File: src/rtl/apb_master_mux_if.sv
`default_nettype none
// ============================================================================
// Module      : apb_master_mux_if
// Description : Request/response port plus shared APB bus of apb_master_mux.
// Revision    : 1.0 - initial release
// ============================================================================
interface apb_master_mux_if #(
    parameter int ADDR_W = 16,
    parameter int DATA_W = 32,
    parameter int NSLV   = 4
) ();
    logic                   req_valid;
    logic                   req_ready;
    logic                   req_write;
    logic [ADDR_W-1:0]      req_addr;
    logic [DATA_W-1:0]      req_wdata;
    logic                   rsp_valid;
    logic [DATA_W-1:0]      rsp_rdata;
    logic                   rsp_err;
    logic [7:0]             err_cnt;
    logic [NSLV-1:0]        psel;
    logic                   penable;
    logic                   pwrite;
    logic [ADDR_W-1:0]      paddr;
    logic [DATA_W-1:0]      pwdata;
    logic [NSLV*DATA_W-1:0] prdata;
    logic [NSLV-1:0]        pready;
    logic [NSLV-1:0]        pslverr;

    modport master (
        input  req_valid, req_write, req_addr, req_wdata,
        input  prdata, pready, pslverr,
        output req_ready, rsp_valid, rsp_rdata, rsp_err, err_cnt,
        output psel, penable, pwrite, paddr, pwdata
    );

    modport slave (
        output req_valid, req_write, req_addr, req_wdata,
        output prdata, pready, pslverr,
        input  req_ready, rsp_valid, rsp_rdata, rsp_err, err_cnt,
        input  psel, penable, pwrite, paddr, pwdata
    );
endinterface
`default_nettype wire

File: src/rtl/apb_master_mux.sv
`default_nettype none
// ============================================================================
// Module      : apb_master_mux
// Description : APB master with valid/ready front end, address-decoded slave
//               select and an ACCESS wait-state timeout.
// Revision    : 1.0 - initial release
// ============================================================================
module apb_master_mux #(
    parameter int ADDR_W  = 16,
    parameter int DATA_W  = 32,
    parameter int NSLV    = 4,
    parameter int TIMEOUT = 15
) (
    input  logic             pclk,
    input  logic             presetn,
    apb_master_mux_if.master bus
);
    localparam int c_SEL_W = $clog2(NSLV);
    localparam int c_CNT_W = (TIMEOUT > 0) ? $clog2(TIMEOUT + 1) : 1;

    typedef enum logic [1:0] {
        ST_IDLE   = 2'd0,
        ST_SETUP  = 2'd1,
        ST_ACCESS = 2'd2
    } state_t;

    state_t              r_state;
    logic [c_SEL_W-1:0]  r_sel;
    logic [c_CNT_W-1:0]  r_wait_cnt;
    logic [NSLV-1:0]     r_psel;
    logic                r_penable;
    logic                r_pwrite;
    logic [ADDR_W-1:0]   r_paddr;
    logic [DATA_W-1:0]   r_pwdata;
    logic                r_rsp_valid;
    logic [DATA_W-1:0]   r_rsp_rdata;
    logic                r_rsp_err;
    logic [7:0]          r_err_cnt;

    logic                w_req_ready;
    logic [c_SEL_W-1:0]  w_sel_req;
    logic [NSLV-1:0]     w_sel_onehot;
    logic [DATA_W-1:0]   w_prdata [NSLV];
    logic [DATA_W-1:0]   w_rdata_sel;
    logic                w_pready;
    logic                w_pslverr;
    logic                w_timeout;
    logic                w_xfer_err;

    assign w_req_ready  = presetn && (r_state == ST_IDLE);
    assign w_sel_req    = bus.req_addr[ADDR_W-1 -: c_SEL_W];
    assign w_sel_onehot = {{(NSLV-1){1'b0}}, 1'b1} << w_sel_req;

    for (genvar gi = 0; gi < NSLV; gi++) begin : g_prdata
        assign w_prdata[gi] = bus.prdata[gi*DATA_W +: DATA_W];
    end

    // Only the addressed slave is observed; the rest of the bus is don't-care.
    assign w_rdata_sel = w_prdata[r_sel];
    assign w_pready    = bus.pready[r_sel];
    assign w_pslverr   = bus.pslverr[r_sel];
    assign w_xfer_err  = w_pready ? w_pslverr : 1'b1;

    // Fires on the last permitted low-pready ACCESS cycle; pready still wins.
    if (TIMEOUT > 0) begin : g_timeout
        assign w_timeout = (r_wait_cnt == c_CNT_W'(TIMEOUT - 1));
    end else begin : g_no_timeout
        assign w_timeout = 1'b0;
    end

    always_ff @(posedge pclk or negedge presetn) begin
        if (!presetn) begin
            r_state     <= ST_IDLE;
            r_sel       <= '0;
            r_wait_cnt  <= '0;
            r_psel      <= '0;
            r_penable   <= 1'b0;
            r_pwrite    <= 1'b0;
            r_paddr     <= '0;
            r_pwdata    <= '0;
            r_rsp_valid <= 1'b0;
            r_rsp_rdata <= '0;
            r_rsp_err   <= 1'b0;
            r_err_cnt   <= 8'd0;
        end else begin
            r_rsp_valid <= 1'b0;
            case (r_state)
                ST_IDLE: begin
                    if (bus.req_valid) begin
                        r_paddr  <= bus.req_addr;
                        r_pwrite <= bus.req_write;
                        r_pwdata <= bus.req_wdata;
                        r_sel    <= w_sel_req;
                        r_psel   <= w_sel_onehot;
                        r_state  <= ST_SETUP;
                    end
                end
                ST_SETUP: begin
                    r_penable  <= 1'b1;
                    r_wait_cnt <= '0;
                    r_state    <= ST_ACCESS;
                end
                ST_ACCESS: begin
                    if (w_pready || w_timeout) begin
                        r_rsp_valid <= 1'b1;
                        r_rsp_err   <= w_xfer_err;
                        r_rsp_rdata <= (w_pready && !w_pslverr && !r_pwrite) ? w_rdata_sel : '0;
                        if (w_xfer_err && (r_err_cnt != 8'hFF)) begin
                            r_err_cnt <= r_err_cnt + 8'd1;
                        end
                        r_psel    <= '0;
                        r_penable <= 1'b0;
                        r_state   <= ST_IDLE;
                    end else begin
                        r_wait_cnt <= r_wait_cnt + c_CNT_W'(1);
                    end
                end
                default: r_state <= ST_IDLE;
            endcase
        end
    end

    assign bus.req_ready = w_req_ready;
    assign bus.rsp_valid = r_rsp_valid;
    assign bus.rsp_rdata = r_rsp_rdata;
    assign bus.rsp_err   = r_rsp_err;
    assign bus.err_cnt   = r_err_cnt;
    assign bus.psel      = r_psel;
    assign bus.penable   = r_penable;
    assign bus.pwrite    = r_pwrite;
    assign bus.paddr     = r_paddr;
    assign bus.pwdata    = r_pwdata;

endmodule
`default_nettype wire

File: src/flat_wrapper.sv
// flat-port wrapper written by rule: the top's interface ports become plain ports
module apb_master_mux_flat 
#(
    parameter int ADDR_W  = 16,
    parameter int DATA_W  = 32,
    parameter int NSLV    = 4,
    parameter int TIMEOUT = 15
)
  (pclk, presetn, bus_req_valid, bus_req_write, bus_req_addr, bus_req_wdata, bus_prdata, bus_pready, bus_pslverr, bus_req_ready, bus_rsp_valid, bus_rsp_rdata, bus_rsp_err, bus_err_cnt, bus_psel, bus_penable, bus_pwrite, bus_paddr, bus_pwdata);
  apb_master_mux_if #(.ADDR_W(ADDR_W), .DATA_W(DATA_W), .NSLV(NSLV)) bus_i ();
  input  logic pclk;
  input  logic presetn;
  input wire logic [$bits(bus_i.req_valid)-1:0] bus_req_valid;
  input wire logic [$bits(bus_i.req_write)-1:0] bus_req_write;
  input wire logic [$bits(bus_i.req_addr)-1:0] bus_req_addr;
  input wire logic [$bits(bus_i.req_wdata)-1:0] bus_req_wdata;
  input wire logic [$bits(bus_i.prdata)-1:0] bus_prdata;
  input wire logic [$bits(bus_i.pready)-1:0] bus_pready;
  input wire logic [$bits(bus_i.pslverr)-1:0] bus_pslverr;
  output wire logic [$bits(bus_i.req_ready)-1:0] bus_req_ready;
  output wire logic [$bits(bus_i.rsp_valid)-1:0] bus_rsp_valid;
  output wire logic [$bits(bus_i.rsp_rdata)-1:0] bus_rsp_rdata;
  output wire logic [$bits(bus_i.rsp_err)-1:0] bus_rsp_err;
  output wire logic [$bits(bus_i.err_cnt)-1:0] bus_err_cnt;
  output wire logic [$bits(bus_i.psel)-1:0] bus_psel;
  output wire logic [$bits(bus_i.penable)-1:0] bus_penable;
  output wire logic [$bits(bus_i.pwrite)-1:0] bus_pwrite;
  output wire logic [$bits(bus_i.paddr)-1:0] bus_paddr;
  output wire logic [$bits(bus_i.pwdata)-1:0] bus_pwdata;
  assign bus_i.req_valid = bus_req_valid;
  assign bus_i.req_write = bus_req_write;
  assign bus_i.req_addr = bus_req_addr;
  assign bus_i.req_wdata = bus_req_wdata;
  assign bus_i.prdata = bus_prdata;
  assign bus_i.pready = bus_pready;
  assign bus_i.pslverr = bus_pslverr;
  assign bus_req_ready = bus_i.req_ready;
  assign bus_rsp_valid = bus_i.rsp_valid;
  assign bus_rsp_rdata = bus_i.rsp_rdata;
  assign bus_rsp_err = bus_i.rsp_err;
  assign bus_err_cnt = bus_i.err_cnt;
  assign bus_psel = bus_i.psel;
  assign bus_penable = bus_i.penable;
  assign bus_pwrite = bus_i.pwrite;
  assign bus_paddr = bus_i.paddr;
  assign bus_pwdata = bus_i.pwdata;
  apb_master_mux #(.ADDR_W(ADDR_W), .DATA_W(DATA_W), .NSLV(NSLV), .TIMEOUT(TIMEOUT)) u_core (.pclk(pclk), .presetn(presetn), .bus(bus_i));
endmodule
File: config.mk
export PLATFORM = sky130hd
export DESIGN_NAME = apb_master_mux_flat
export DESIGN_NICKNAME = d
export VERILOG_FILES = /design/src/rtl/apb_master_mux_if.sv /design/src/rtl/apb_master_mux.sv /design/src/flat_wrapper.sv
export SDC_FILE = /design/constraint.sdc
export NUM_CORES = 1
export LEC_CHECK = 0
export BUFFER_PORTS_ARGS = -buffer_cell sky130_fd_sc_hd__clkbuf_2
export CORE_ASPECT_RATIO = 0.6
export CORE_MARGIN = 1.5
export CORE_UTILIZATION = 47
export CTS_CLUSTER_SIZE = 14
export DETAILED_ROUTE_END_ITERATION = 6
export PLACE_DENSITY = 0.89
export SLEW_MARGIN = 40
export SYNTH_ARGS = -nofsm -noshare
export SYNTH_HDL_FRONTEND = slang
export SYNTH_SLANG_ARGS = --single-unit
File: constraint.sdc
create_clock -name pclk -period 3.3 [get_ports pclk]
set_input_delay 0.33 -clock pclk [delete_from_list [all_inputs] [get_ports pclk]]
set_output_delay 0.33 -clock pclk [all_outputs]
set_load 0.01 [all_outputs]
== Yosys cells after proc, flatten, opt, wreduce, memory -nomap -nowiden ==
Index checks and enable logic that the tools add are counted.
Word-level totals
  register bits: 104
  bits of input ports: 188
  output and inout bits: 97
  word-level logic and storage cells: 63
Operators by class
  add/sub/neg operators: 2
  $lt $le $gt $ge: 2
  eq/ne operators: 7
  shifts and indexed selects: 1
  muxes and demuxes: 21
  bitwise logic cells: 1
  reduce and logical (&&, ||, !) cells: 17
Operators with widths (number)
  32-bit two-way mux: 3
  32-bit binary-select mux with 2-bit select: 1
  4-bit one-hot mux with 2 select lines: 2
  4-bit two-way mux: 3
  2-bit AND reduction: 5
  8-bit by 1-bit adder with 8-bit output (second input constant): 1
  8-bit inequality test (second input constant): 1
  1-bit two-way mux: 6
  2-bit one-hot mux with 3 select lines: 1
  3-bit AND reduction: 2
  4-bit by 1-bit adder with 4-bit output (second input constant): 1
  1-bit binary-select mux with 2-bit select: 2
  4-bit == test (second input constant): 1
  1-bit logical AND: 4
  2-bit two-way mux: 2
  2-bit inequality test (second input constant): 2
  2-bit nonzero test: 2
  1-bit by 2-bit << shifter with 4-bit output (first input constant): 1
  3-bit >= comparator (second input constant): 1
  2-bit by 3-bit less-than comparator with 1-bit output (second input constant): 1
  2-bit NOT with 3-bit output: 1
  2-bit by 1-bit == test with 1-bit output (second input constant): 1
  2-bit == test (second input constant): 1
  1-bit logical NOT: 2
  4 further kinds: 4

== Longest topological paths before layout ==
Gate-level depths: netlist (run 1).
  depth after elaboration: 6
  mapped depth: 8
  depth with buffers taken out: 6

== Worst setup path after synthesis (run 1) ==
Ideal clock, no wire load.
  path kind: reg-to-reg
  start: reg u_core.r_sel[0]
  end: reg u_core.r_err_cnt[6] (netlist: u_core.bus.err_cnt[6])
  library setup time: 125 ps
  arrival: 2056 ps
  data required time: 3175 ps
  path slack: 1119 ps
  stages on the path, launching flop included: 7
  path buffers: 2
  period minus slack after synthesis: 2181 ps
  path through: dfrtp_1 buf_6 mux4_2 buf_6 mux2i_4 nor4b_1 mux2_2
Between the ends
  cells in the longest elaborated chain, start to end: 5
  elaborated cells on any way between the ends: 8
  those cells by class: 5 x mux; 3 x reduce/logical
Ends and longest elaborated chain
  from (decl): RTL line apb_master_mux.sv:28  | logic [c_SEL_W-1:0] r_sel;
  from (signal assigned): RTL line apb_master_mux.sv:93  | r_sel <= w_sel_req;
  1-bit binary-select mux with 2-bit select, on equally long branches: RTL line apb_master_mux.sv:61, apb_master_mux.sv:60
  1-bit two-way mux, on equally long branches: RTL line apb_master_mux.sv:61, apb_master_mux.sv:60
  1-bit two-way mux: RTL line apb_master_mux.sv:62  | assign w_xfer_err = w_pready ? w_pslverr : 1'b1;
  1-bit logical AND: RTL line apb_master_mux.sv:108  | if (w_xfer_err && (r_err_cnt != 8'hFF)) begin
  3-bit AND reduction (no source line) (*)
  to (signal assigned): RTL line apb_master_mux.sv:109  | r_err_cnt <= r_err_cnt + 8'd1;
  to (decl): RTL line apb_master_mux.sv:38  | logic [7:0] r_err_cnt;
Every way passes the cells marked *; elsewhere a longest branch is shown, timed or not. The select of a mux whose other input is x is not followed.
A chain may end at the register's enable or synchronous reset.

== Worst setup path in the final report (run 1) ==
Ends and elaborated chain as after synthesis.

==> impl_metrics.toml, run 1 <==
[timing]
final_hold_viol_count = 14
hold_slack_ns = -0.00944
setup_viol = 0
fin_crit_sh_pct = 76.2
slew_viol_final = 0
rsz0062_at_grt = "false"
period_minus_slack_ns = 2.51
max_slew.worst_pin.slew_ns = 0.766
max_slew_margin_pct = 48.9
tns_ns = 0
fmax_mhz = 398
fin_skew_ns = 0.0103

[synth]
synth_fp_nets = 606
ys_seq_elements = 102
synth_area_um2 = 4790
synth.avg_cell_area_um2 = 11.5
ys_seq_area_share_pct = 53.3
synth_cell_types = 36
synth_cells = 415
yosysWarnings = 0

[worst_setup_path]
path_max_fanout = 36
cp-end-kind = "flip-flop"
worstSetupPathType = "reg -> reg"
slowest_delay_ns = 0.87
path_cells = "mux4_2, mux2i_4, nor4b_1, mux2_2"
startpoint_type = "flip-flop"
cp.arrival_ns = 2.73
crit_buf_inv = 0
critPathTopFamily = "multiplexers"
slowest_stage = "mux4_2"
worst_ep_required_time_ns = 3.52

[status]
run_status = "complete, but fails checks"
violations = "hold timing"

[die]
die-area_um2 = 10800
start_util_pct = 48.5
core_area_um2 = 9880
ios = 285
row_count = 28
die_h_um = 81.2
die_x_um = 133

[detailed_routing]
drc = 0
drt_iter0_markers = 295
via_count = 4455
vias_per_cell = 5.38
routed_wl_mm = 15.0
wl_per_cell_um = 18.1
antenna_left = 0
firstDrtPassIters = 5

[finish]
fin_nets = 878
finish.instance_area_um2 = 6600
syn2layout_area_growth_pct = 37.7
final_common_cell = "clkbuf_2"
final_layout_size_suffix_gt1_share_pct = 50.6
fill_cells = 821
final_cell_mix = "clkbuf_2 (283), nand2_1 (161), dfrtp_1 (101)"

[cts]
cts_hold_repair.buffers = 0
cts_setup_buffers = 0
cts_buffers = 9
cts_tree = "yes"
worstSkewPairLatency_ns = 0.33
cts_root_buf = "clkbuf_16"
cts_sinks = 102
cts-resized-gates = 0
htree_levels = 3
clk_path_buf_depth = 2
clk_pin_slew_ns = 0.07

[grt]
grt_usage_pct = 27.4
grt.overflow.total = 0
first_global_vias = 4343
antenna_found_initial = 1
grt_max_degree = 59
grt_pass1_wl_mm = 22.7

[placement]
place.gp.congestion = 0.966
dpl_cell_area_um2 = 6320
io_buffers = 284
dpl.hpwl_mm = 11.8

[run]
drv_cap = 0

[hold_path]
hp-class = "in -> async"

[power]
p_comb_share_pct = 45.2
power.switching_mw = 2.16
p_int_mw = 3.38
leakage_nw = 3.57
power_density_nw_per_um2 = 840
switching_share_pct = 39.0
clockPowerShare_pct = 17.7
seqPwrFrac_pct = 37.1
peakVddDrop_mv = 0.439
==> power by group through the flow <==
| stage | clock, mW | combinational [mW] | sequential (mW) |
|---|---|---|---|
| detailed placement | 0 | 2.52 | 2.06 |
| global placement | 0 | 2.44 | 2.03 |
| floorplan | 0 | 1.38 | 2.24 |
| CTS | 1.00 | 2.52 | 2.06 |
| finish | 0.979 | 2.51 | 2.06 |
| global route | 1.06 | 2.73 | 2.12 |
==> kinds of logic after synthesis <==
group                      after synthesis  share of synthesized area, %
buffers and inverters                   33                          3.11
DFF                                    102                          53.3
muxes                                   42                          18.1
adders and majority gates                3                         0.784
AOI/OAI and AO/OA                       40                          7.78
xor gates and xnor gates                 3                         0.549
and+or+nand+nor                        192                          16.4
==> layer usage <==
layer  vias up  GRT usage, %  part of all wire [%]
li1       2024             -                     -
met1      2180          33.4                    39
met2       217          47.6                    51
met3        34          7.62                   7.7
met4         0          10.4                   2.9
met5         -             0                     0
==> path summary, 6_finish.rpt <==
kind / startpoint / to / slack, ns / cells after the start
min reg2reg: u_core.bus.pwdata[13] / u_core.bus.pwdata[13] / 0.48 / 2
min: presetn / u_core.bus.pwdata[8] / -0.009 / 1
max: u_core.r_sel[0] / u_core.bus.err_cnt[6] / 0.79 / 4
max reg2reg: u_core.r_sel[0] / u_core.bus.err_cnt[6] / 0.79 / 4
min in group pclk: bus_req_wdata[3] / u_core.bus.pwdata[3] / 0.18 / 3
max in group asynchronous: presetn / u_core.bus.err_cnt[7] / 2.15 / 2
==> layout make-up <==
class / count / area, um2 / area share [%]
multi-input combinational: 280 / 2110 / 31.9
timing repair buffer: 291 / 1480 / 22.4
clock buffer: 11 / 243 / 3.68
clock inverter: 5 / 35.0 / 0.531
sequential: 102 / 2550 / 38.7
tap: 135 / 169 / 2.56
inverter: 3 / 11.3 / 0.171
antenna: 1 / 2.50 / 0.0379
==> through the flow <==
stage	hold WS (ns)	instances	setup WS (ns)	util [%]	power, mW
after floorplan	0.0344	415	1.12	-	3.62
after global placement	0.357	811	0.888	63.9	4.47
after detailed placement	0.370	811	0.803	63.9	4.59
after CTS	0.00580	827	0.797	66.8	5.58
after global routing	0.0314	828	0.655	66.8	5.90
final	-0.00944	828	0.786	66.8	5.54
==> Yosys cell counts <==
| cell | n | area [um2] |
|---|---|---|
| mux4_2 | 34 | 766 |
| clkbuf_2 | 1 | 5.00 |
| xnor2_1 | 1 | 8.76 |
| inv_1 | 2 | 7.51 |
| mux2i_4 | 1 | 22.5 |
| nor2b_1 | 1 | 6.26 |
| dfrtp_1 | 102 | 2550 |
| nand2b_1 | 4 | 25.0 |
| and3_1 | 2 | 12.5 |
| or3_1 | 1 | 6.26 |
| a211o_1 | 1 | 8.76 |
| nor3_1 | 3 | 15.0 |
| xor2_1 | 2 | 17.5 |
| and3b_1 | 1 | 8.76 |
| buf_1 | 7 | 26.3 |
| buf_6 | 2 | 22.5 |
| and2_1 | 1 | 6.26 |
| nor4b_1 | 2 | 17.5 |
| mux2_4 | 1 | 15.0 |
| buf_2 | 4 | 20.0 |
| nor4_1 | 1 | 6.26 |
| nand3_1 | 7 | 35.0 |
| and4_1 | 1 | 8.76 |
| o21ai_1 | 1 | 5.00 |
| clkbuf_1 | 15 | 56.3 |
| buf_4 | 1 | 7.51 |
| mux2i_1 | 2 | 20.0 |
| o21ai_0 | 4 | 20.0 |
| o41ai_1 | 1 | 8.76 |
| mux2_2 | 4 | 45.0 |
| clkinv_1 | 1 | 3.75 |
| nand4_1 | 2 | 12.5 |
| a32o_1 | 33 | 330 |
| nand2_1 | 162 | 608 |
| ha_1 | 3 | 37.5 |
| nor2_1 | 4 | 15.0 |
==> state kept, by name (all words and copies together) (netlist names) <==
register	count
u_core.bus.pwdata	32
u_core.bus.rsp_rdata	32
u_core.bus.paddr	15
u_core.bus.err_cnt	8
u_core.bus.psel	4
u_core.r_wait_cnt	4
u_core.r_state	2
u_core.bus.penable	1
u_core.bus.pwrite	1
u_core.bus.rsp_err	1
u_core.bus.rsp_valid	1
u_core.r_sel	1
(Power assumes the default switching activity.)
==> inputs of run 2 (changes only) <==
CORE_UTILIZATION = 44   (was 47)
PLACE_DENSITY = 0.84   (was 0.89)
clock period = 2.6 ns   (was 3.3 ns; I/O delays follow)
==> impl_metrics.toml, run 2 (synthesized netlist as in run 1, its figures left out) <==
[worst_setup_path]
startpoint_type = "flip-flop"
path_cells = "mux4_2, buf_4, o21ai_2, buf_4, nand3_1, o41ai_1"
r2r_slack_ns = 0.40
critPathTopFamily = "buffers and inverters"
cp-end-kind = "flip-flop"
worstSetupPathType = "reg -> reg"
slowest_stage = "dfrtp_1"
worst_ep_required_time_ns = 2.81
slowest_delay_ns = 0.56
cp.arrival_ns = 2.41
r2r-start = "u_core.bus.paddr[15]"
crit_buf_inv = 2
path_max_fanout = 39
crit_path_start = "u_core.bus.paddr[15]"
cp_common_cell = "buf_4"

[timing]
period_minus_slack_ns = 2.20
rsz0062_at_grt = "false"
setup_slack_ns = 0.399
fin_skew_ns = 0.00703
max_slew_margin_pct = 58.1
fin_crit_sh_pct = 84.6
setup_viol = 0
final_hold_viol_count = 0
max_slew.worst_pin.slew_ns = 0.628
fmax_mhz = 454
slew_viol_final = 0
tns_ns = 0

[detailed_routing]
vias_per_cell = 5.29
via_count = 4409
wl_per_cell_um = 17.2
antenna_left = 0
drc = 0
drt_iter0_markers = 251
firstDrtPassIters = 4
routed_wl_mm = 14.4

[cts]
cts-resized-gates = 0
clk_path_buf_depth = 2
cts_sinks = 102
cts_tree = "yes"
cts_setup_buffers = 0
worstSkewPairLatency_ns = 0.33
cts_buffers = 9
clk_pin_slew_ns = 0.07
htree_levels = 3
cts_hold_repair.buffers = 0
cts_root_buf = "clkbuf_16"

[power]
power.switching_mw = 2.75
p_int_mw = 4.31
p_comb_share_pct = 44.6
clockPowerShare_pct = 18.2
seqPwrFrac_pct = 37.2
peakVddDrop_mv = 0.594
switching_share_pct = 39.0
power_density_nw_per_um2 = 1060
leakage_nw = 3.60

[finish]
fin_util_pct = 62.6
final_common_cell = "clkbuf_2"
final_layout_size_suffix_gt1_share_pct = 50.9
multi_input_area_um2 = 2100
layout.cells.non_filler = 833
final_cell_mix = "clkbuf_2 (283), nand2_1 (161), dfrtp_1 (101)"
syn2layout_area_growth_pct = 38.5
fin_nets = 880
fill_cells = 879
finish.instance_area_um2 = 6630
seqCellArea_um2 = 2550
n_antenna_cell = 0

[hold_path]
hp-class = "in -> async"

[grt]
first_global_vias = 4521
antenna_found_initial = 0
grt.overflow.total = 0
grt_max_degree = 103
grt_usage_pct = 25.0
grt_pass1_wl_mm = 22.3

[placement]
dp.cells = 817
place.gp.congestion = 0.871
dpl_cell_area_um2 = 6340
dpl.hpwl_mm = 11.1
post-place-ws_ns = 0.411
io_buffers = 284

[die]
ios = 285
row_count = 29
core_area_um2 = 10600
start_util_pct = 45.2
die_h_um = 83.8
die_x_um = 138
die-area_um2 = 11500

[status]
run_status = "finished clean"

[run]
drv_cap = 0
[run 2: power by group through the flow]
stage / Sequential, mW / Combinational (mW) / Clock (mW)
floorplan: 2.85 / 1.75 / 0
global placement: 2.61 / 3.06 / 0
detailed placement: 2.63 / 3.19 / 0
CTS: 2.62 / 3.19 / 1.33
global route: 2.70 / 3.43 / 1.40
finish: 2.63 / 3.15 / 1.29
[run 2: worst register-to-register path, cell delays in order (launching register included)]
cell     delay (ns)
dfrtp_1        0.56
mux4_2         0.44
buf_4          0.29
o21ai_2        0.17
buf_4          0.39
nand3_1        0.15
o41ai_1        0.09
[run 2: path summary, 6_finish.rpt]
kind / end / cells after the start
worst max-delay path: u_core.bus.psel[0] / 6
worst min-delay path: u_core.bus.pwdata[28] / 2
worst max register to register: u_core.bus.psel[0] / 6
worst min register to register: u_core.bus.paddr[3] / 2
max in group asynchronous: u_core.r_sel[0] / 2
min in group pclk: u_core.bus.pwdata[24] / 3
[run 2: stage by stage]
step / hold slack, ns / power [mW]
2_1_floorplan: -0.0356 / 4.59
3_3_place_gp: 0.374 / 5.67
3_5_place_dp: 0.389 / 5.83
4_1_cts: 0.0181 / 7.15
5_1_grt: 0.0373 / 7.54
6_report: 0.000220 / 7.06
[run 2: layout make-up]
class,instances,area share (%)
Clock inverter,7,0.981
Inverter,3,0.170
Sequential cell,102,38.5
Clock buffer,9,3.40
Tap cell,139,2.62
Multi-Input combinational cell,280,31.7
Timing Repair Buffer,293,22.7
[run 2: per-layer routing]
| metal | vias to the layer above | part of all wire [%] | global-route usage (%) |
|---|---|---|---|
| met2 | 201 | 51 | 43.4 |
| met5 | - | 0 | 0 |
| met4 | 0 | 1.6 | 6.53 |
| met3 | 23 | 7.9 | 6.25 |
| li1 | 2022 | - | - |
| met1 | 2163 | 39 | 31.2 |
